`config.mk`:
```
export PLATFORM = sky130hd
export DESIGN_NAME = fetch_unit_flat
export DESIGN_NICKNAME = d
export VERILOG_FILES = /design/src/rtl/fetch_unit_if.sv /design/src/rtl/fetch_unit.sv /design/src/flat_wrapper.sv
export SDC_FILE = /design/constraint.sdc
export NUM_CORES = 1
export LEC_CHECK = 0
export BUFFER_PORTS_ARGS = -buffer_cell sky130_fd_sc_hd__buf_4
export CORE_AREA = 2 2 100 102
export DETAILED_ROUTE_END_ITERATION = 6
export DIE_AREA = 0 0 102 104
export PLACE_DENSITY = 0.9
export REMOVE_ABC_BUFFERS = 1
export SYNTH_ARGS = -nofsm -noshare
export SYNTH_HDL_FRONTEND = slang
export SYNTH_SLANG_ARGS = --single-unit
```
`constraint.sdc`:
```
create_clock -name clk -period 4.9 [get_ports clk]
set_input_delay 0.98 -clock clk [delete_from_list [all_inputs] [get_ports clk]]
set_output_delay 0.98 -clock clk [all_outputs]
set_load 0.05 [all_outputs]
```
`src/rtl/fetch_unit_if.sv`:
```
// Fetch-stage signal bundle: decode redirects, instruction memory port and fetch outputs.
interface fetch_unit_if;
  logic        Stall_F;
  logic        Branch_Taken_D;
  logic [31:0] Branch_Target_D;
  logic        Jump_D;
  logic [31:0] Jump_Target_D;
  logic        Resume;
  logic [31:0] IM_RD;
  logic [31:0] IM_Addr;
  logic [31:0] Instr_F;
  logic [31:0] PC_Plus_One_F;
  logic        Flush_D;
  logic        Halted;
  logic [31:0] Fetch_Count;

  modport master (
    output Stall_F, Branch_Taken_D, Branch_Target_D, Jump_D, Jump_Target_D, Resume, IM_RD,
    input  IM_Addr, Instr_F, PC_Plus_One_F, Flush_D, Halted, Fetch_Count
  );

  modport slave (
    input  Stall_F, Branch_Taken_D, Branch_Target_D, Jump_D, Jump_Target_D, Resume, IM_RD,
    output IM_Addr, Instr_F, PC_Plus_One_F, Flush_D, Halted, Fetch_Count
  );
endinterface

```
`src/rtl/fetch_unit.sv`:
```
// Instruction fetch stage: PC sequencing, decode redirects, halt/resume and fetch counting.
module fetch_unit #(
  parameter logic [31:0] RESET_PC    = 32'h0000_0000,
  parameter logic [5:0]  HALT_OPCODE = 6'b111111
) (
  input logic       clk,
  input logic       reset,
  fetch_unit_if.slave f
);
  typedef enum logic {RUN = 1'b0, HALT = 1'b1} state_e;

  state_e      state_q, state_d;
  logic [31:0] pc_q, pc_d;
  logic [31:0] cnt_q, cnt_d;

  logic        run;
  logic        redirect;
  logic        halt_det;
  logic [31:0] pc_inc;

  assign run      = (state_q == RUN);
  assign pc_inc   = pc_q + 32'd1;
  assign redirect = (f.Branch_Taken_D | f.Jump_D) & ~f.Stall_F & run;
  assign halt_det = run & ~f.Stall_F & ~redirect & (f.IM_RD[31:26] == HALT_OPCODE);

  assign f.IM_Addr       = pc_q;
  assign f.PC_Plus_One_F = pc_inc;
  assign f.Flush_D       = redirect;
  assign f.Halted        = (state_q == HALT);
  assign f.Fetch_Count   = cnt_q;
  // Halt instruction itself is replaced by a NOP so decode never sees it.
  assign f.Instr_F       = (run && !halt_det) ? f.IM_RD : 32'h0000_0000;

  always_comb begin
    pc_d    = pc_q;
    state_d = state_q;
    cnt_d   = cnt_q;
    if (run) begin
      if (f.Stall_F) begin
        pc_d = pc_q;
      end else if (f.Branch_Taken_D) begin
        pc_d = f.Branch_Target_D;
      end else if (f.Jump_D) begin
        pc_d = f.Jump_Target_D;
      end else if (halt_det) begin
        pc_d    = pc_q;
        state_d = HALT;
      end else begin
        pc_d = pc_inc;
        if (cnt_q != 32'hFFFF_FFFF) cnt_d = cnt_q + 32'd1;
      end
    end else if (f.Resume) begin
      pc_d    = pc_inc;
      state_d = RUN;
    end
  end

  always_ff @(posedge clk) begin
    if (reset) begin
      pc_q    <= RESET_PC;
      state_q <= RUN;
      cnt_q   <= 32'h0000_0000;
    end else begin
      pc_q    <= pc_d;
      state_q <= state_d;
      cnt_q   <= cnt_d;
    end
  end
endmodule

```
`src/flat_wrapper.sv`:
```
// flat-port wrapper written by rule: the top's interface ports become plain ports
module fetch_unit_flat 
#(
  parameter logic [31:0] RESET_PC    = 32'h0000_0000,
  parameter logic [5:0]  HALT_OPCODE = 6'b111111
)
  (clk, reset, f_Stall_F, f_Branch_Taken_D, f_Branch_Target_D, f_Jump_D, f_Jump_Target_D, f_Resume, f_IM_RD, f_IM_Addr, f_Instr_F, f_PC_Plus_One_F, f_Flush_D, f_Halted, f_Fetch_Count);
  fetch_unit_if f_i ();
  input logic clk;
  input logic reset;
  input wire logic [$bits(f_i.Stall_F)-1:0] f_Stall_F;
  input wire logic [$bits(f_i.Branch_Taken_D)-1:0] f_Branch_Taken_D;
  input wire logic [$bits(f_i.Branch_Target_D)-1:0] f_Branch_Target_D;
  input wire logic [$bits(f_i.Jump_D)-1:0] f_Jump_D;
  input wire logic [$bits(f_i.Jump_Target_D)-1:0] f_Jump_Target_D;
  input wire logic [$bits(f_i.Resume)-1:0] f_Resume;
  input wire logic [$bits(f_i.IM_RD)-1:0] f_IM_RD;
  output wire logic [$bits(f_i.IM_Addr)-1:0] f_IM_Addr;
  output wire logic [$bits(f_i.Instr_F)-1:0] f_Instr_F;
  output wire logic [$bits(f_i.PC_Plus_One_F)-1:0] f_PC_Plus_One_F;
  output wire logic [$bits(f_i.Flush_D)-1:0] f_Flush_D;
  output wire logic [$bits(f_i.Halted)-1:0] f_Halted;
  output wire logic [$bits(f_i.Fetch_Count)-1:0] f_Fetch_Count;
  assign f_i.Stall_F = f_Stall_F;
  assign f_i.Branch_Taken_D = f_Branch_Taken_D;
  assign f_i.Branch_Target_D = f_Branch_Target_D;
  assign f_i.Jump_D = f_Jump_D;
  assign f_i.Jump_Target_D = f_Jump_Target_D;
  assign f_i.Resume = f_Resume;
  assign f_i.IM_RD = f_IM_RD;
  assign f_IM_Addr = f_i.IM_Addr;
  assign f_Instr_F = f_i.Instr_F;
  assign f_PC_Plus_One_F = f_i.PC_Plus_One_F;
  assign f_Flush_D = f_i.Flush_D;
  assign f_Halted = f_i.Halted;
  assign f_Fetch_Count = f_i.Fetch_Count;
  fetch_unit #(.RESET_PC(RESET_PC), .HALT_OPCODE(HALT_OPCODE)) u_core (.clk(clk), .reset(reset), .f(f_i));
endmodule
```
# After elaboration in Yosys (flattened, before gate mapping)
# Cells that the tools add are included.
# word_totals
reg_bits	65
in_bits	102
# classes
n_bitwise	12
mux	13
n_addsub	2
n_reduce_logical	4
eq_ne	5
# ops
operator	n
two-way mux 32 bit	7
adder 32 x 1 -> 32 bit (second input constant)	2
inequality test 32 bit (second input constant)	1
equality test 6 bit (second input constant)	1
two-way mux 1 bit	6
inverter 1 bit	6
AND reduction 6 bit	1
bitwise AND 1 bit	5
inequality test 4 x 3 -> 1 bit (second input constant)	1
AND reduction 3 bit	1
inequality test 2 x 1 -> 1 bit (second input constant)	1
inequality test 2 bit (second input constant)	1
logical AND 1 bit	1
zero test 1 bit	1
bitwise OR 1 bit	1

# Depth between registers and ports, before layout
# Gate-level depths: netlist of the first run.
# logic_depth
word_depth	11
depth_mapped	8
mapped_depth_nobuf	6

# Worst setup path after synthesis of the first run
# OpenSTA, ideal clock, no wires.
# synth_path
path_kind	register -> output
start	register u_core.pc_q[15] (netlist: u_core.f.IM_Addr[15])
end	output port f_PC_Plus_One_F[31]
slack_ps	1152
t_required_ps	3920
n_path_buf	2
stages_incl_launch_ff	8
arrival_time_ps	2768
path_cell_list	dfxtp_1 -> clkbuf_2 -> and4_1 -> and2_0 -> clkbuf_1 -> nand2_1 -> or3_1 -> xnor2_1
# synth_via
elab_chain_len	1
# synth_lines
item	line	rtl
from (decl)	fetch_unit.sv:13	logic [31:0] pc_q, pc_d;
from (signal assigned)	fetch_unit.sv:64	pc_q <= pc_d;
adder 32 x 1 -> 32 bit	fetch_unit.sv:22	assign pc_inc = pc_q + 32'd1;
to (decl)	flat_wrapper.sv:20	output wire logic [$bits(f_i.PC_Plus_One_F)-1:0] f_PC_Plus_One_F;
# No other way between the ends.

# Worst setup path in the final report of the first run
# layout_path
start	register u_core.pc_q[0] (netlist: u_core.f.IM_Addr[0])
end	output port f_PC_Plus_One_F[20]
# Same word-level chain as after synthesis.

==> results of run 1 <==
per-stage QoR:
step	area [um2]	utilization, %	setup slack (ns)
final	6620	69.3	0.867
after global routing	6620	69.3	0.616
after CTS	6620	69.3	0.983
after detailed placement	6420	67.3	1.36
after global placement	6420	67.3	1.44
after floorplan	4480	-	0.991
critical path, delay by kind of cell (launching register included):
kind                       cells  cell delay, ns
adders and majority gates      1            0.30
buffers and inverters          1            0.22
DFF                            1            0.46
xor gates and xnor gates       1            0.23
and+or+nand+nor                3            1.51
registers in the layout, indices dropped and copies added, names as in the netlist:
register,cells
u_core.f.Fetch_Count,32
u_core.f.Halted,1
u_core.f.IM_Addr,32
layer usage:
layer	share of wire, %	GRT usage (%)	vias up
li1	-	-	2683
met1	37	36.9	2689
met4	3.6	15.3	0
met3	9.6	5.85	51
met5	0	0	-
met2	50	50.0	322
layout make-up:
cell class	count	area share (%)
multi-input cells	473	46.6
repair buffers	236	26.8
flip-flops and latches	65	19.7
well taps	133	2.51
clock buffers	12	2.34
inverters	26	1.47
clock inverters	3	0.605
power by group through the flow:
| stage | clock (mW) | combinational [mW] | sequential [mW] |
|---|---|---|---|
| 2_1_floorplan | 0 | 0.218 | 0.643 |
| 6_report | 0.462 | 0.470 | 0.579 |
| 3_5_place_dp | 0 | 0.466 | 0.589 |
| 3_3_place_gp | 0 | 0.460 | 0.587 |
| 4_1_cts | 0.466 | 0.467 | 0.577 |
| 5_1_grt | 0.490 | 0.492 | 0.581 |
cell usage in the layout, fill, tap and decap left out, drive strengths merged, types with 3 or more instances in the layout:
master	count
a21oi	56
and2	40
nand3	26
xnor2	31
nor3	6
a22oi	26
o31ai	6
a311oi	3
and4	10
dfxtp	65
nand2	32
clkbuf	12
o21ai	32
inv	26
a211oi	6
a31oi	7
o21a	3
nor4	15
o32ai	17
nor2b	8
buf	236
nor2	48
o32a	8
and3	6
or4	8
nand4	24
or3	14
mux2	6
nand3b	3
xor2	3
kinds of logic after synthesis:
kind of cell,Yosys count,share of synthesized area [%]
AO/OA/AOI/OAI,183,25.8
XOR/XNOR,34,6.33
adder cells (fa/ha/maj),2,0.532
buffers and inverters,78,6.94
flip-flops,65,27.7
multiplexers,6,1.44
AND/OR/NAND/NOR,248,31.3
how the worst max path moves through the flow:
stage,start,endpoint,slack (ns),cells past startpoint
6_report,u_core.f.IM_Addr[0],f_PC_Plus_One_F[20],0.87,6
3_3_place_gp,u_core.f.IM_Addr[0],f_PC_Plus_One_F[28],1.44,6
4_1_cts,u_core.f.IM_Addr[0],f_PC_Plus_One_F[16],0.98,6
5_1_grt,u_core.f.IM_Addr[0],f_PC_Plus_One_F[20],0.62,6
3_5_place_dp,u_core.f.IM_Addr[0],f_PC_Plus_One_F[16],1.36,6
2_1_floorplan,u_core.f.IM_Addr[2],f_PC_Plus_One_F[31],0.99,5
==> results.toml, run 1 <==
[run_status]
run_status = "complete, no violations"

[power]
p_sw_mw = 0.537
total_power_mw = 1.51
seq_power_share_pct = 38.3
irDropWorstVdd_mv = 0.156
clkPwrFrac_pct = 30.6
p_int_mw = 0.974
p_per_area_nw_per_um2 = 228
p_comb_share_pct = 31.1
p_leak_nw = 2.71
p_sw_share_pct = 35.5

[critical_path]
path_common_cell = "nand3_1"
reg2reg_from = "u_core.f.IM_Addr[0]"
slowest_delay_ns = 0.96
path_max_fanout = 11
worst_r2r_path_depth = 6
start_kind = "flop"
critPathCaptureType = "primary output"
timing.rr.end = "u_core.f.IM_Addr[28]"
critPathKind = "reg -> out"
crit_arrival_ns = 3.05
path_cells = "ha_1 > nand3_1 > nor4_2 > nand3_1 > xnor2_1 > buf_4"
worstPathRequired_ns = 3.92
cp_slowest_cell = "nor4_2"
r2r_setup_slack_ns = 2.02

[cts]
cts_resized = 0
cts_buffers = 9
clock_sinks = 65
cts_tree = "yes"
cts_hold_buffers = 0
cts_buffer_depth = 2
post-cts-setup-buffers = 0
root_buffer = "clkbuf_8"
htree_levels = 3
clkLatencyLatePin_ns = 0.34
clk_pin_slew_ns = 0.07

[layout]
diodes = 0
syn_to_final_growth_pct = 40.7
instances_no_fill = 948
drive_gt1_share_pct = 34.1
fill_cells = 768
fin_nets = 915
multi_input_area_um2 = 3090
register_area_um2 = 1300

[sta]
tns_ns = 0
hold-worst-slack_ns = 0.521
timing.fmax_mhz = 248
finalCritPeriodShare_pct = 82.3
tightest_slew_ns = 1.37
hold_viol_final = 0
slew_viol_final = 0
rsz0062_at_grt = "false"
finalSetupViolCount = 0
relSlewSlack_pct = 8.77
clock_skew_ns = 0.00959
fin_crit_ns = 4.03

[drt]
ant_nets = 0
initialDrtViolationCount = 442
vias = 5745
routed_wl_um = 16700
avgRoutedWirePerCell_um = 17.7
drc = 0
first_pass_iters = 6
routed_via_density = 6.06

[hold_path]
holdPathStages = 2
hold_class = "reg -> reg"
min_from = "u_core.f.Fetch_Count[20]"
min_to = "u_core.f.Fetch_Count[20]"

[run]
maxCapViolCount = 0

[floorplanning]
die_y_um = 104
start_util_pct = 49.3
core_area_um2 = 9550
fp-row-count = 36
pin_count = 232
die-area_um2 = 10600
die_w_um = 102

[placement]
gp_congestion = 0.919
numPortBuffers = 231
hpwl_um = 12100
dp_cells = 933

[logic_synthesis]
syn_area_per_cell_um2 = 7.64
synth_edf_count = 0
synth_flop_cell = "dfxtp_1"
synthTopCellsByCount = "dfxtp_1 (65), a21oi_1 (56), nor2_1 (48)"
synthCells = 616
ys_ff_latch = 65
ys_async_sr_fraction_pct = 0
netlist.area_leader.share_pct = 27.7
synth_most_common_cell = "dfxtp_1"
synth_area_um2 = 4700
yosysWarnings = 0
yosysUniqueCellTypes = 67
synth.area.top_cells = "dfxtp_1 (28%), a21oi_1 (6.0%), xnor2_1 (5.8%), and2_1 (5.2%), a22oi_1 (4.1%)"
synth_top_cell_by_area = "dfxtp_1"
seq_area_frac_synth_pct = 27.7

[global_route]
grt_max_degree = 75
grt_overflow = 0
gr-usage-all-layers_pct = 30.3
grt_pass1_wl_um = 26000
grt_pass1_vias = 5282
antenna_found_initial = 0
No activity file was read; power rests on OpenSTA's default activity.
==> run 2, diff against run 1 <==
ABC_AREA = 1   (was unset)
CORE_AREA = 2 2 108 110   (was 2 2 100 102)
DIE_AREA = 0 0 110 112   (was 0 0 102 104)
PLACE_DENSITY = 0.86   (was 0.9)
clock period = 3.9 ns   (was 4.9 ns; I/O delays follow)
==> run 2 against run 1 <==
- cell area increased by 12%
- worst setup slack worse by 0.020 ns
- die area increased by 16%
- critical endpoint is now f_PC_Plus_One_F[24]
==> results.toml, run 2 <==
[logic_synthesis]
synthTopCellsByCount = "nand2_1 (349), nor2_1 (160), inv_1 (94)"
synth_edf_count = 0
netlist.area_leader.share_pct = 24.6
yosysUniqueCellTypes = 32
yosysWarnings = 0
synth_flop_cell = "dfxtp_1"
synthCells = 967
synth_top_cell_by_area = "nand2_1"
synth.area.top_cells = "nand2_1 (25%), dfxtp_1 (24%), nor2_1 (11%), a21oi_1 (7.1%), nand3_1 (6.8%)"
synth_area_um2 = 5330
syn_area_per_cell_um2 = 5.51
ys_ff_latch = 65
seq_area_frac_synth_pct = 24.4
ys_async_sr_fraction_pct = 0
synth_most_common_cell = "nand2_1"

[floorplanning]
die-area_um2 = 12300
die_y_um = 112
core_area_um2 = 11200
fp-row-count = 39
die_w_um = 110
start_util_pct = 47.7
pin_count = 232

[placement]
numPortBuffers = 231
pre_cts_ws_ns = 0.975
placed_area_um2 = 7080
gp_congestion = 0.966
dp_cells = 1310
hpwl_um = 13800

[sta]
timing.final.ws_setup_ns = 0.846
fin_crit_ns = 3.05
tns_ns = 0
hold-worst-slack_ns = 0.515
timing.fmax_mhz = 327
finalSetupViolCount = 0
tightest_slew_ns = 1.06
hold_viol_final = 0
slew_viol_final = 0
clock_skew_ns = 0.00464
relSlewSlack_pct = 29.1
rsz0062_at_grt = "false"
finalCritPeriodShare_pct = 78.3

[layout]
final_util_pct = 66.3
drive_gt1_share_pct = 23.3
finish.instance_area_um2 = 7400
final_common_cell = "nand2_1"
instances_no_fill = 1325
fin_nets = 1282
layout_common_cells = "nand2_1 (349), buf_4 (237), nor2_1 (160)"
diodes = 0
syn_to_final_growth_pct = 39.0

[critical_path]
critPathKind = "reg -> out"
critPathCaptureType = "primary output"
cp_slowest_cell = "dfxtp_1"
worstPathRequired_ns = 3.12
cp_top_family = "simple AND/OR/NAND/NOR gates"
crit_arrival_ns = 2.27
path_buf_inv = 1
start_kind = "flop"
r2r_setup_slack_ns = 1.52
path_cells = "ha_1 > nand2_1 > nor2_1 > nand2_1 > nor2_1 > nand3_1 > and2_1 > buf_4"
slowest_delay_ns = 0.48
path_max_fanout = 6

[drt]
initialDrtViolationCount = 620
avgRoutedWirePerCell_um = 13.9
first_pass_iters = 5
ant_nets = 0
drc = 0
routed_wl_um = 18500
vias = 6868
routed_via_density = 5.18

[cts]
post-cts-setup-buffers = 0
clk_pin_slew_ns = 0.06
cts_hold_buffers = 0
cts_buffers = 9
clkLatencyLatePin_ns = 0.33
clock_sinks = 65
htree_levels = 3
root_buffer = "clkbuf_16"
cts_tree = "yes"
cts_buffer_depth = 2
cts_resized = 0

[power]
total_power_mw = 2.28
irDropWorstVdd_mv = 0.203
p_per_area_nw_per_um2 = 308
p_leak_nw = 3.51

[global_route]
grt_pass1_wl_um = 28700
antenna_found_initial = 0
grt_pass1_vias = 5852
grt_overflow = 0
grt_max_degree = 49
gr-usage-all-layers_pct = 29.3

[run_status]
run_status = "complete, no violations"

[hold_path]
hold_class = "reg -> reg"

[run]
maxCapViolCount = 0
[run 2: cell count changes in the layout (fill, tap and decap cells not counted), sizes merged, moves of 20 or more]
cell | previous run | this run
nand3 | 26 | 73
inv | 26 | 96
a22oi | 26 | 1
nand2 | 32 | 353
nor2 | 48 | 174
xnor2 | 31 | 11
a21oi | 56 | 77
and2 | 40 | 10
[run 2: power breakdown]
part / internal, mW / total [mW] / switching, mW
Combinational: 0.222 / 0.666 / 0.444
Clock: 0.572 / 0.879 / 0.307
Sequential: 0.691 / 0.733 / 0.0415
[run 2: cell families (layout without fill, tap and decap cells)]
logic type,after synthesis,after routing,synth area share (%)
AO/OA/AOI/OAI,112,112,10.9
XOR/XNOR,21,21,3.45
adder cells (fa/ha/maj),2,2,0.470
buffers and inverters,134,349,10.6
flip-flops,65,65,24.4
AND/OR/NAND/NOR,633,633,50.1
[run 2: layout make-up]
| class | count | area (um2) |
|---|---|---|
| clock inverter | 5 | 80.1 |
| multi-input combinational | 768 | 3460 |
| fill | 1046 | 3770 |
| timing repair buffer | 237 | 1780 |
| inverter | 97 | 364 |
| sequential | 65 | 1300 |
| clock buffer | 10 | 239 |
| tap | 143 | 179 |
[run 2: path summary, 6_finish.rpt]
path | cells past startpoint | end | start
worst min register to register | 2 | u_core.f.Fetch_Count[31] | u_core.f.Fetch_Count[31]
worst max-delay path | 8 | f_PC_Plus_One_F[24] | u_core.f.IM_Addr[0]
worst max register to register | 9 | u_core.f.IM_Addr[10] | u_core.f.Halted
worst min-delay path | 2 | u_core.f.Fetch_Count[31] | u_core.f.Fetch_Count[31]
[run 2: layer usage]
layer / wire length, um / up-vias / global-route usage [%]
met5: 0 / - / 0
met2: 8710 / 320 / 48.3
met1: 7800 / 3086 / 39.2
met4: 274 / 0 / 7.34
li1: - / 3441 / -
met3: 1690 / 21 / 5.04
[run 2: worst reg2reg max path: cells and delay by family (launching register included)]
| kind | cells | cell delay, ns |
|---|---|---|
| AND/OR/NAND/NOR | 5 | 0.53 |
| buffers and inverters | 3 | 1.12 |
| AO/OA/AOI/OAI | 1 | 0.24 |
| flip-flops | 1 | 0.38 |
